`config.mk`:
```
export PLATFORM = sky130hd
export DESIGN_NAME = railway_crossing_system
export DESIGN_NICKNAME = d
export VERILOG_FILES = /design/src/rtl/railway_crossing_system.sv
export SDC_FILE = /design/constraint.sdc
export NUM_CORES = 1
export LEC_CHECK = 0
export ABC_AREA = 1
export BUFFER_PORTS_ARGS = -buffer_cell sky130_fd_sc_hd__clkbuf_2
export CAP_MARGIN = 10
export CORE_ASPECT_RATIO = 0.8
export CORE_MARGIN = 2
export CORE_UTILIZATION = 42
export CTS_BUF_LIST = sky130_fd_sc_hd__clkbuf_4
export DETAILED_ROUTE_END_ITERATION = 16
export GPL_ROUTABILITY_DRIVEN = 0
export PLACE_DENSITY = 0.64
export SYNTH_ARGS = -nofsm -noshare
export SYNTH_HDL_FRONTEND = slang
export SYNTH_SLANG_ARGS = --single-unit
```
`constraint.sdc`:
```
create_clock -name clk_50mhz -period 8.2 [get_ports clk_50mhz]
set_clock_uncertainty 0.15 [all_clocks]
set_input_delay 0.41 -clock clk_50mhz [delete_from_list [all_inputs] [get_ports clk_50mhz]]
set_output_delay 0.41 -clock clk_50mhz [all_outputs]
set_load 0.01 [all_outputs]
```
`src/rtl/railway_crossing_system.sv`:
```
// Four-crossing level-crossing controller: 2-of-3 sensor vote per crossing, per-crossing barrier/lamp
// FSM with weather-scaled timing, global emergency override, and a fault-driven efficiency score.
module railway_crossing_system #(
   parameter int WARN_CYCLES   = 20,
   parameter int CLEAR_CYCLES  = 100,
   parameter int OPEN_CYCLES   = 20,
   parameter int DISAGREE_CYC  = 16,
   parameter int FAULT_PENALTY = 5
) (
   input  logic        clk_50mhz,
   input  logic        rst_n,
   input  logic [3:0]  ir_sensor,
   input  logic [3:0]  vib_sensor,
   input  logic [3:0]  rfid_valid,
   input  logic        emergency_global,
   input  logic [1:0]  weather_mode,
   output logic [3:0]  barrier_down,
   output logic [3:0]  red_light,
   output logic [3:0]  yellow_light,
   output logic [3:0]  alarm_sound,
   output logic [7:0]  debug_led,
   output logic [7:0]  efficiency_score_out,
   output logic [11:0] crossing_states_out
);
   typedef enum logic [2:0] {
      ST_IDLE    = 3'd0,
      ST_WARN    = 3'd1,
      ST_CLOSED  = 3'd2,
      ST_HOLD    = 3'd3,
      ST_OPENING = 3'd4,
      ST_EMERG   = 3'd5
   } state_t;

   localparam logic [9:0] WARN_LD   = 10'(WARN_CYCLES - 1);
   localparam logic [9:0] WARN2_LD  = 10'(2 * WARN_CYCLES - 1);
   localparam logic [9:0] CLEAR_LD  = 10'(CLEAR_CYCLES - 1);
   localparam logic [9:0] CLEAR2_LD = 10'(2 * CLEAR_CYCLES - 1);
   localparam logic [9:0] OPEN_LD   = 10'(OPEN_CYCLES - 1);
   localparam logic [4:0] DIS_LAST  = 5'(DISAGREE_CYC - 1);
   localparam logic [4:0] DIS_CAP   = 5'(DISAGREE_CYC);

   logic [1:0]  rst_sync_q;
   logic        rst_int_n;
   logic [14:0] sync1_q, sync2_q;
   logic [3:0]  ir_s, vib_s, rfid_s, vote;
   logic        emerg_s;
   logic [1:0]  weather_s;
   logic [11:0] sens_all;

   // Reset asserts immediately but releases only after two clean clock edges.
   always_ff @(posedge clk_50mhz or negedge rst_n) begin
      if (!rst_n) rst_sync_q <= 2'b00;
      else        rst_sync_q <= {rst_sync_q[0], 1'b1};
   end
   assign rst_int_n = rst_sync_q[1];

   always_ff @(posedge clk_50mhz or negedge rst_int_n) begin
      if (!rst_int_n) begin
         sync1_q <= '0;
         sync2_q <= '0;
      end else begin
         sync1_q <= {weather_mode, emergency_global, rfid_valid, vib_sensor, ir_sensor};
         sync2_q <= sync1_q;
      end
   end

   assign ir_s      = sync2_q[3:0];
   assign vib_s     = sync2_q[7:4];
   assign rfid_s    = sync2_q[11:8];
   assign emerg_s   = sync2_q[12];
   assign weather_s = sync2_q[14:13];
   assign sens_all  = sync2_q[11:0];
   assign vote      = (ir_s & vib_s) | (ir_s & rfid_s) | (vib_s & rfid_s);

   state_t      state_q [4];
   state_t      state_d [4];
   logic [9:0]  timer_q [4];
   logic [9:0]  timer_d [4];
   logic [9:0]  warn_ld, clear_ld;
   logic [3:0]  barrier_d, red_d, yellow_d, alarm_d;
   logic [3:0]  barrier_q, red_q, yellow_q, alarm_q;
   logic [11:0] states_d, states_q;

   assign warn_ld  = weather_s[1] ? WARN2_LD : WARN_LD;
   assign clear_ld = (weather_s != 2'b00) ? CLEAR2_LD : CLEAR_LD;

   always_comb begin
      barrier_d = '0;
      red_d     = '0;
      yellow_d  = '0;
      alarm_d   = '0;
      states_d  = '0;
      for (int i = 0; i < 4; i++) begin
         state_d[i] = state_q[i];
         timer_d[i] = (timer_q[i] != 10'd0) ? timer_q[i] - 10'd1 : 10'd0;
         if (emerg_s) begin
            state_d[i] = ST_EMERG;
         end else begin
            case (state_q[i])
               ST_IDLE: if (vote[i]) begin
                  state_d[i] = ST_WARN;
                  timer_d[i] = warn_ld;
               end
               ST_WARN: if (timer_q[i] == 10'd0) state_d[i] = ST_CLOSED;
               ST_CLOSED: if (!vote[i]) begin
                  state_d[i] = ST_HOLD;
                  timer_d[i] = clear_ld;
               end
               ST_HOLD: if (vote[i]) begin
                  state_d[i] = ST_CLOSED;
               end else if (timer_q[i] == 10'd0) begin
                  state_d[i] = ST_OPENING;
                  timer_d[i] = OPEN_LD;
               end
               ST_OPENING: if (vote[i]) state_d[i] = ST_CLOSED;
                           else if (timer_q[i] == 10'd0) state_d[i] = ST_IDLE;
               ST_EMERG: begin
                  state_d[i] = ST_HOLD;
                  timer_d[i] = clear_ld;
               end
               default: state_d[i] = ST_EMERG;
            endcase
         end
         // Lamps are decoded from the next state so they change on the same edge as the state.
         case (state_d[i])
            ST_WARN:    begin red_d[i] = 1'b1; yellow_d[i] = 1'b1; alarm_d[i] = 1'b1; end
            ST_CLOSED:  begin barrier_d[i] = 1'b1; red_d[i] = 1'b1; alarm_d[i] = 1'b1; end
            ST_HOLD:    begin barrier_d[i] = 1'b1; red_d[i] = 1'b1; end
            ST_OPENING: yellow_d[i] = 1'b1;
            ST_EMERG:   begin barrier_d[i] = 1'b1; red_d[i] = 1'b1; yellow_d[i] = 1'b1; alarm_d[i] = 1'b1; end
            default:    ;
         endcase
         states_d[3*i +: 3] = state_d[i];
      end
   end

   logic [4:0]  run_q [12];
   logic [4:0]  run_d [12];
   logic [11:0] logged_q, logged_d;
   logic [3:0]  fault_hits;
   logic [8:0]  fault_sum;
   logic [7:0]  fault_cnt_q, fault_cnt_d;
   logic [10:0] penalty;
   logic [7:0]  score_d, score_q;
   logic [7:0]  debug_d, debug_q;

   // Slot j watches sensor j/4 of crossing j%4; a slot fires once per occupancy.
   always_comb begin
      fault_hits = '0;
      for (int j = 0; j < 12; j++) begin
         run_d[j]    = '0;
         logged_d[j] = logged_q[j] & vote[j[1:0]];
         if (vote[j[1:0]] && !sens_all[j]) begin
            run_d[j] = (run_q[j] == DIS_CAP) ? run_q[j] : run_q[j] + 5'd1;
            if (run_q[j] == DIS_LAST && !logged_q[j]) begin
               logged_d[j] = 1'b1;
               fault_hits  = fault_hits + 4'd1;
            end
         end
      end
      fault_sum   = {1'b0, fault_cnt_q} + {5'b0, fault_hits};
      fault_cnt_d = fault_sum[8] ? 8'hFF : fault_sum[7:0];
      penalty     = 11'(fault_cnt_d) * 11'(FAULT_PENALTY);
      score_d     = (penalty >= 11'd100) ? 8'd0 : 8'(11'd100 - penalty);
      debug_d     = {(fault_cnt_d != 8'd0), emerg_s, weather_s, vote};
   end

   always_ff @(posedge clk_50mhz or negedge rst_int_n) begin
      if (!rst_int_n) begin
         for (int i = 0; i < 4; i++) begin
            state_q[i] <= ST_IDLE;
            timer_q[i] <= '0;
         end
         for (int j = 0; j < 12; j++) run_q[j] <= '0;
         logged_q    <= '0;
         fault_cnt_q <= '0;
         score_q     <= 8'd100;
         debug_q     <= '0;
         barrier_q   <= '0;
         red_q       <= '0;
         yellow_q    <= '0;
         alarm_q     <= '0;
         states_q    <= '0;
      end else begin
         for (int i = 0; i < 4; i++) begin
            state_q[i] <= state_d[i];
            timer_q[i] <= timer_d[i];
         end
         for (int j = 0; j < 12; j++) run_q[j] <= run_d[j];
         logged_q    <= logged_d;
         fault_cnt_q <= fault_cnt_d;
         score_q     <= score_d;
         debug_q     <= debug_d;
         barrier_q   <= barrier_d;
         red_q       <= red_d;
         yellow_q    <= yellow_d;
         alarm_q     <= alarm_d;
         states_q    <= states_d;
      end
   end

   assign barrier_down         = barrier_q;
   assign red_light            = red_q;
   assign yellow_light         = yellow_q;
   assign alarm_sound          = alarm_q;
   assign debug_led            = debug_q;
   assign efficiency_score_out = score_q;
   assign crossing_states_out  = states_q;

endmodule

```
==> results of run 1 <==
==> through the flow <==
step	cell area, um2	instances	total power [mW]	TNS, ps
after floorplan	10900	1298	2.028	-8342
after global placement	12410	1787	2.402	-10980
after detailed placement	12410	1787	2.420	-14360
after CTS	13730	1925	3.007	-10380
after global routing	14080	1930	3.266	-19120
final	14080	1930	3.019	-12190
==> cell type report <==
type	instances	area share, %
inverter	240	6.461
clock buffer	17	0.9065
clock inverter	15	1.280
tap	324	2.879
sequential	196	34.89
antenna	1	0.01777
timing repair buffer	281	14.41
multi-input combinational	856	39.16
==> routing by layer <==
metal | up-vias | GRT usage, %
met2 | 198 | 31.31
met3 | 59 | 4.040
li1 | 4795 | -
met1 | 4513 | 26.15
met5 | - | 0
met4 | 0 | 7.440
==> worst reg2reg max path, delay by kind of cell, from the launching register on <==
kind | cells | cell delay (ps)
compound gates | 3 | 470
xor+xnor | 1 | 160
fa+ha+maj | 11 | 2660
buf+inv | 26 | 2550
flops | 1 | 410
simple gates | 33 | 3340
==> power groups by stage <==
stage               registers (mW)  logic, mW  clock network [mW]
finish                        1.30       1.17               0.551
global route                  1.32       1.34               0.608
CTS                           1.30       1.14               0.570
detailed placement            1.31       1.11                   0
global placement              1.31       1.09                   0
floorplan                     1.33      0.702                   0
==> state kept, by name, indices dropped and copies added, names as in the netlist <==
signal and flops:
run_q 60, timer_q 40, sync1_q 15, sync2_q 15, logged_q 12, crossing_states_out 11
debug_led 8, efficiency_score_out 8, fault_cnt_q 8, alarm_sound 4, barrier_down 4, red_light 4
yellow_light 4, rst_sync_q 2, state_q 1
==> kinds of logic after synthesis <==
logic type               synth area share, %
AND/OR/NAND/NOR                        23.71
buffers and inverters                  8.670
flip-flops                             45.41
AO/OA/AOI/OAI                          9.619
adder cells (fa/ha/maj)                8.242
XOR/XNOR                               4.283
other                                0.06948
==> cell usage in the layout (no fill, tap or decap), types with 9 or more instances in the layout <==
| master | instances |
|---|---|
| inv_1 | 218 |
| buf_4 | 197 |
| dfrtp_1 | 192 |
| nand2_1 | 176 |
| nor2_1 | 124 |
| nand3_1 | 81 |
| o21ai_0 | 74 |
| clkbuf_2 | 60 |
| ha_1 | 50 |
| a21oi_1 | 48 |
| nor3_1 | 38 |
| nand2_2 | 33 |
| xor2_1 | 30 |
| xnor2_1 | 21 |
| nand3_2 | 18 |
| inv_2 | 17 |
| clkbuf_4 | 17 |
| dlygate4sd3_1 | 17 |
| nand2_4 | 16 |
| ha_4 | 15 |
| nor2_4 | 11 |
| nand4_1 | 10 |
| and3_1 | 9 |
==> what timing repair did <==
action                     in CTS  in global routing
hold buffers                   17                  0
setup endpoints to repair      14                 16
pin swaps                      41                 62
hold endpoints to repair       17                  0
resized for setup              43                 71
setup buffers                  89                 10
gates cloned                    0                  0
==> how the worst max path moves through the flow <==
stage	from	endpoint	slack [ps]	cells past startpoint
floorplan	run_q[56]$_DFFE_PN0P_	efficiency_score_out[5]$_DFF_PN1_	-1230	66
global placement	run_q[50]$_DFFE_PN0P_	efficiency_score_out[5]$_DFF_PN1_	-1550	64
detailed placement	run_q[50]$_DFFE_PN0P_	efficiency_score_out[5]$_DFF_PN1_	-1890	64
CTS	run_q[55]$_DFFE_PN0P_	efficiency_score_out[5]$_DFF_PN1_	-1500	66
global route	run_q[50]$_DFFE_PN0P_	efficiency_score_out[3]$_DFF_PN0_	-2110	64
finish	run_q[50]$_DFFE_PN0P_	efficiency_score_out[5]$_DFF_PN1_	-1580	74
==> metrics, run 1 <==
clock tree buffer depth=2; FMAX=0.1022 GHz; worst hold start=sync1_q[0]$_DFF_PN0_; final hold slack=between 200 and 250 ps; Peak VDD IR=around 0.00017 V; antenna violations before repair=1; Starting Density=about 43%; worst min path class=reg -> reg; num ports=61; GRT Total Usage=between 10% and 20%; cell mode on critical path=buf_4; die height=147.5 um; area occupied by multi-input gates=roughly 5500 um2; synthesized area=approximately 11,000 um2; delay of the slowest critical-path stage=just over 400 ps; RSZ-0062 raised after global routing=true; Arr. time, crit path=10,190 ps; DR vias/cell=a little under 5; most frequent cells after synthesis=234 x inv_1, 204 x nand2_1, 193 x dfrtp_1; CTS tree=built; Reg power frac=between 40% and 50%; Highest Signal Layer=met4; WL met3=928 um; post-synthesis sequential area ratio=between 40% and 50%; Setup crit end kind=register; Net Sw Frac=between 30% and 40%; Clk pin slew, worst setup/hold paths=approximately 180 ps; CTS sink cnt=196; Slew @ Worst Pin=slightly below 1000 ps; Switching Power=around 1.2 mW; CP Buf/Inv Count=26; syn nets=~1,400; met2 WL post-DR=between 10,000 and 15,000 um; Distinct cells, synth=57; r2r startpoint=run_q[50]$_DFFE_PN0P_; Post-synth top flop=dfrtp_1; PwrDens=214.4 nW/um2; Ys Warns=0; DRC Markers=0; Pleak=approximately 7 nW; largest net degree at the start of global routing=between 70 and 80; Final Max Tran Viols=0; cell count after synthesis=about 1,300; fin util=a little under three fifths; synthesis-stage register bit count=196; Gate power share=between 30% and 40%; hold path depth=0; DRT met1 WL=12,220 um; length in cells of the worst reg-to-reg path=74; top cells by area, synth=dfrtp_1 45%, inv_1 8.1%, ha_1 7.9%; minimum clock period=9781 ps; Post-synth ARST share=100.0%; FF+latch area=about 4900 um2; DRT iter0 DRCs=647; status=finished with violations; Post-synth EDFFs=0; Worst EP required=around 8600 ps; DR WL/cell=13.54 um; Detail Route Antenna Nets=0; # rows=52; power share of the clock group=a little under a fifth; drt total wl=about 26,000 um; Final setup viols=13; synthesis-to-layout area growth=30.25%; Hold Path Sink=sync2_q[0]$_DFF_PN0_; Max-cap violations=0; port bufs=60; routed vias=between 9,000 and 10,000; Core ar.=25,310 um2; die outline area=between 20,000 and 30,000 um2; first-pass GRT wire length=approximately 43,000 um; worst r2r dst=efficiency_score_out[5]$_DFF_PN1_; Slowest-stage cell, CP=dfrtp_1; synthesized area per cell=8.328 um2; FILL cells=2,132; top-count cell post-synth=inv_1; HPWL Detailed=between 15,000 and 20,000 um; final hold vios=0; Startpoint Class=register; vias in the first global route=roughly 9,400; Reg2Reg Setup Slack=-1580 ps; fin crit share=119.3%; Die W=roughly 180 um; Clock Latency Late Sink=slightly above 600 ps; critical path's top delay family=simple AND/OR/NAND/NOR gates; drt first pass iters=5; Internal Power=1.846 mW; Worst Setup Slack, final=-1581 ps; grt ovf=0; clk root buf=clkbuf_4; share of the synthesized area in the top cell type=between 40 and 50%; CP Class=reg -> reg; cts bufs inserted=17; Slew HR=about a third; failing checks=setup timing; layout cell share with drive strength beyond 1=between 20% and 30%; Synth area leader=dfrtp_1; H-tree depth=4; pre-CTS setup slack=-1886 ps; fin nets=between 1,500 and 2,000; CP max FO=7
(Power assumes the default switching activity.)
==> run 2, diff against run 1 <==
- GPL_ROUTABILITY_DRIVEN: 0 -> 1
- PLACE_DENSITY: 0.64 -> 0.56
- clock period: 8.2 -> 9.21 ns (I/O delays scaled with it)
==> run 2 against run 1 <==
  * The flow still finishes with violations (setup timing)
  * Utilization down 1.6 points
  * Critical path depth down 9
  * Sequential power down 12%
  * Die area unchanged
  * Clock power down 11%
  * Flip-flop and latch count unchanged
  * Combinational power down 15%
  * Critical path type unchanged
==> metrics, run 2 (synthesized netlist as in run 1, its figures left out) <==
DRT iter0 DRCs=592 (-8.5%); DR vias/cell=4.878 (-1.6%); die height=147.5 um (unchanged); FMAX=0.1017 GHz (-0.48%); CP Class=reg -> reg; antenna violations before repair=1 (unchanged); Reg power frac=43.6% (+0.7 points); Arr. time, crit path=10,220 ps (+30 ps); worst min path class=reg -> reg; Clock Latency Late Sink=600 ps (-20 ps); H-tree depth=4 (unchanged); Worst Setup Slack, final=-618.1 ps (+962.6 ps); Slew HR=41.89% (+6.8 points); RSZ-0062 raised after global routing=true; Peak VDD IR=0.0001123 V (-35%); power share of the clock group=18.6% (+0.4 points); die outline area=27,040 um2 (unchanged); clk root buf=clkbuf_4; Final setup viols=7 (-6); CTS tree=built; Die W=183.4 um (unchanged); first-pass GRT wire length=41,080 um (-4.7%); Final Max Tran Viols=0 (unchanged); fin crit share=106.7% (-13 points); largest net degree at the start of global routing=138 (+77%); Gate power share=37.8% (-1.0 points); routed vias=9,219 (-3.6%); commonest non-fill, non-tap cell in the layout=inv_1; HPWL Detailed=16,090 um (-5.2%); power consumption=2.641 mW (-13%); vias in the first global route=8,770 (-7.2%); Top reg by flops=run_q; largest registers=run_q (60), timer_q (40); CTS sink cnt=196 (unchanged); port bufs=60 (unchanged); RePlAce Congestion=between 0.8 and 0.9; Starting Density=42.71% (unchanged); placed cell count=1,742 (-2.5%); PwrDens=193.3 nW/um2 (-9.9%); # rows=52 (unchanged); pre-CTS setup slack=-821.6 ps (+1064 ps); DRC Markers=0 (unchanged); layout cell share with drive strength beyond 1=25.38% (-2.9 points); most frequent cells in the layout=221 x inv_1, 192 x dfrtp_1, 180 x nand2_1; drt total wl=25,130 um (-3.8%); clock tree buffer depth=2 (unchanged); Slew @ Worst Pin=864.9 ps (-108.5 ps); CP max FO=7 (unchanged); grt ovf=0 (unchanged); Clk pin slew, worst setup/hold paths=180 ps (about the same); num ports=61 (unchanged); Slowest-stage cell, CP=dfrtp_1; synthesis-to-layout area growth=26.42%; fin cells=1,890 (-2.1%); cts bufs inserted=17 (unchanged); Detail Route Antenna Nets=0 (unchanged); Setup crit end kind=register; delay of the slowest critical-path stage=400 ps (about the same); Pleak=6.989 nW (-2.5%); fin nets=1,638 (-2.4%); Internal Power=1.612 mW (-13%); Switching Power=1.028 mW (-12%); DR WL/cell=13.30 um (-1.8%); status=finished with violations; final hold vios=0 (unchanged); minimum clock period=9828 ps (+47.39 ps); number of flip-flops under the largest register name=60 (unchanged); drt first pass iters=7 (+2); Net Sw Frac=38.94% (+0.085 points); Worst EP required=9610 ps (+1010 ps); GRT Total Usage=18.59% (-0.92 points); Max-cap violations=0 (unchanged); Core ar.=25,310 um2 (unchanged); Startpoint Class=register; failing checks=setup timing
## run 2: layout make-up
type                       count  area [um2]
fill                        2266       11640
multi-input combinational    856        5421
sequential                   196        4912
timing repair buffer         240        1714
inverter                     240       907.1
tap                          324       405.4
clock inverter                14       163.9
clock buffer                  18       135.1
antenna                        2       5.005
## run 2: power by group through the flow
stage | registers (mW) | clock network [mW] | logic [mW]
after floorplan | 1.18 | 0 | 0.625
after global placement | 1.17 | 0 | 0.940
after detailed placement | 1.17 | 0 | 0.945
after CTS | 1.15 | 0.513 | 0.976
after global routing | 1.17 | 0.546 | 1.14
final | 1.15 | 0.490 | 0.999
## run 2: repair_timing
item                       4_1_cts  5_1_grt
hold buffers                    17        0
setup endpoints to repair        7        8
resized for setup               26       60
hold endpoints to repair        17        0
pin swaps                       25       59
setup buffers                   89       12
## run 2: per-layer routing
layer	track usage, %	share of wire (%)	up-vias
li1	-	-	4707
met1	26.75	49	4294
met2	28.98	45	168
met3	3.449	3.5	50
met4	4.920	2.5	0
met5	0	0	-
## run 2: path summary, 6_finish.rpt
kind | from | endpoint | slack [ps] | cells after the start
max in group asynchronous | rst_sync_q[1]$_DFF_PN0_ | run_q[47]$_DFFE_PN0P_ | 7450 | 1
worst min register to register | sync1_q[4]$_DFF_PN0_ | sync2_q[4]$_DFF_PN0_ | 220 | 0
worst max-delay path | run_q[55]$_DFFE_PN0P_ | efficiency_score_out[5]$_DFF_PN1_ | -620 | 65
worst min-delay path | sync1_q[4]$_DFF_PN0_ | sync2_q[4]$_DFF_PN0_ | 220 | 0
min in group asynchronous | rst_sync_q[1]$_DFF_PN0_ | red_light[2]$_DFF_PN0_ | 250 | 0
worst max register to register | run_q[55]$_DFFE_PN0P_ | efficiency_score_out[5]$_DFF_PN1_ | -620 | 65
## run 2: through the flow
step / hold slack (ps) / setup TNS [ps] / instance area [um2] / utilization (%)
2_1_floorplan: 14.91 / -1272 / 10900 / -
3_3_place_gp: 97.14 / -3730 / 12080 / 47.74
3_5_place_dp: 98.33 / -5332 / 12080 / 47.74
4_1_cts: 223.6 / -3198 / 13330 / 52.68
5_1_grt: 234.7 / -7620 / 13660 / 53.99
6_report: 220.3 / -4174 / 13660 / 53.99
## run 2: critical path: cells and delay by family, from the launching register on
kind / cells / cell delay (ps)
buf+inv: 19 / 1690
compound gates: 8 / 1250
flops: 1 / 400
xor+xnor: 1 / 140
simple gates: 23 / 2680
fa+ha+maj: 14 / 3450
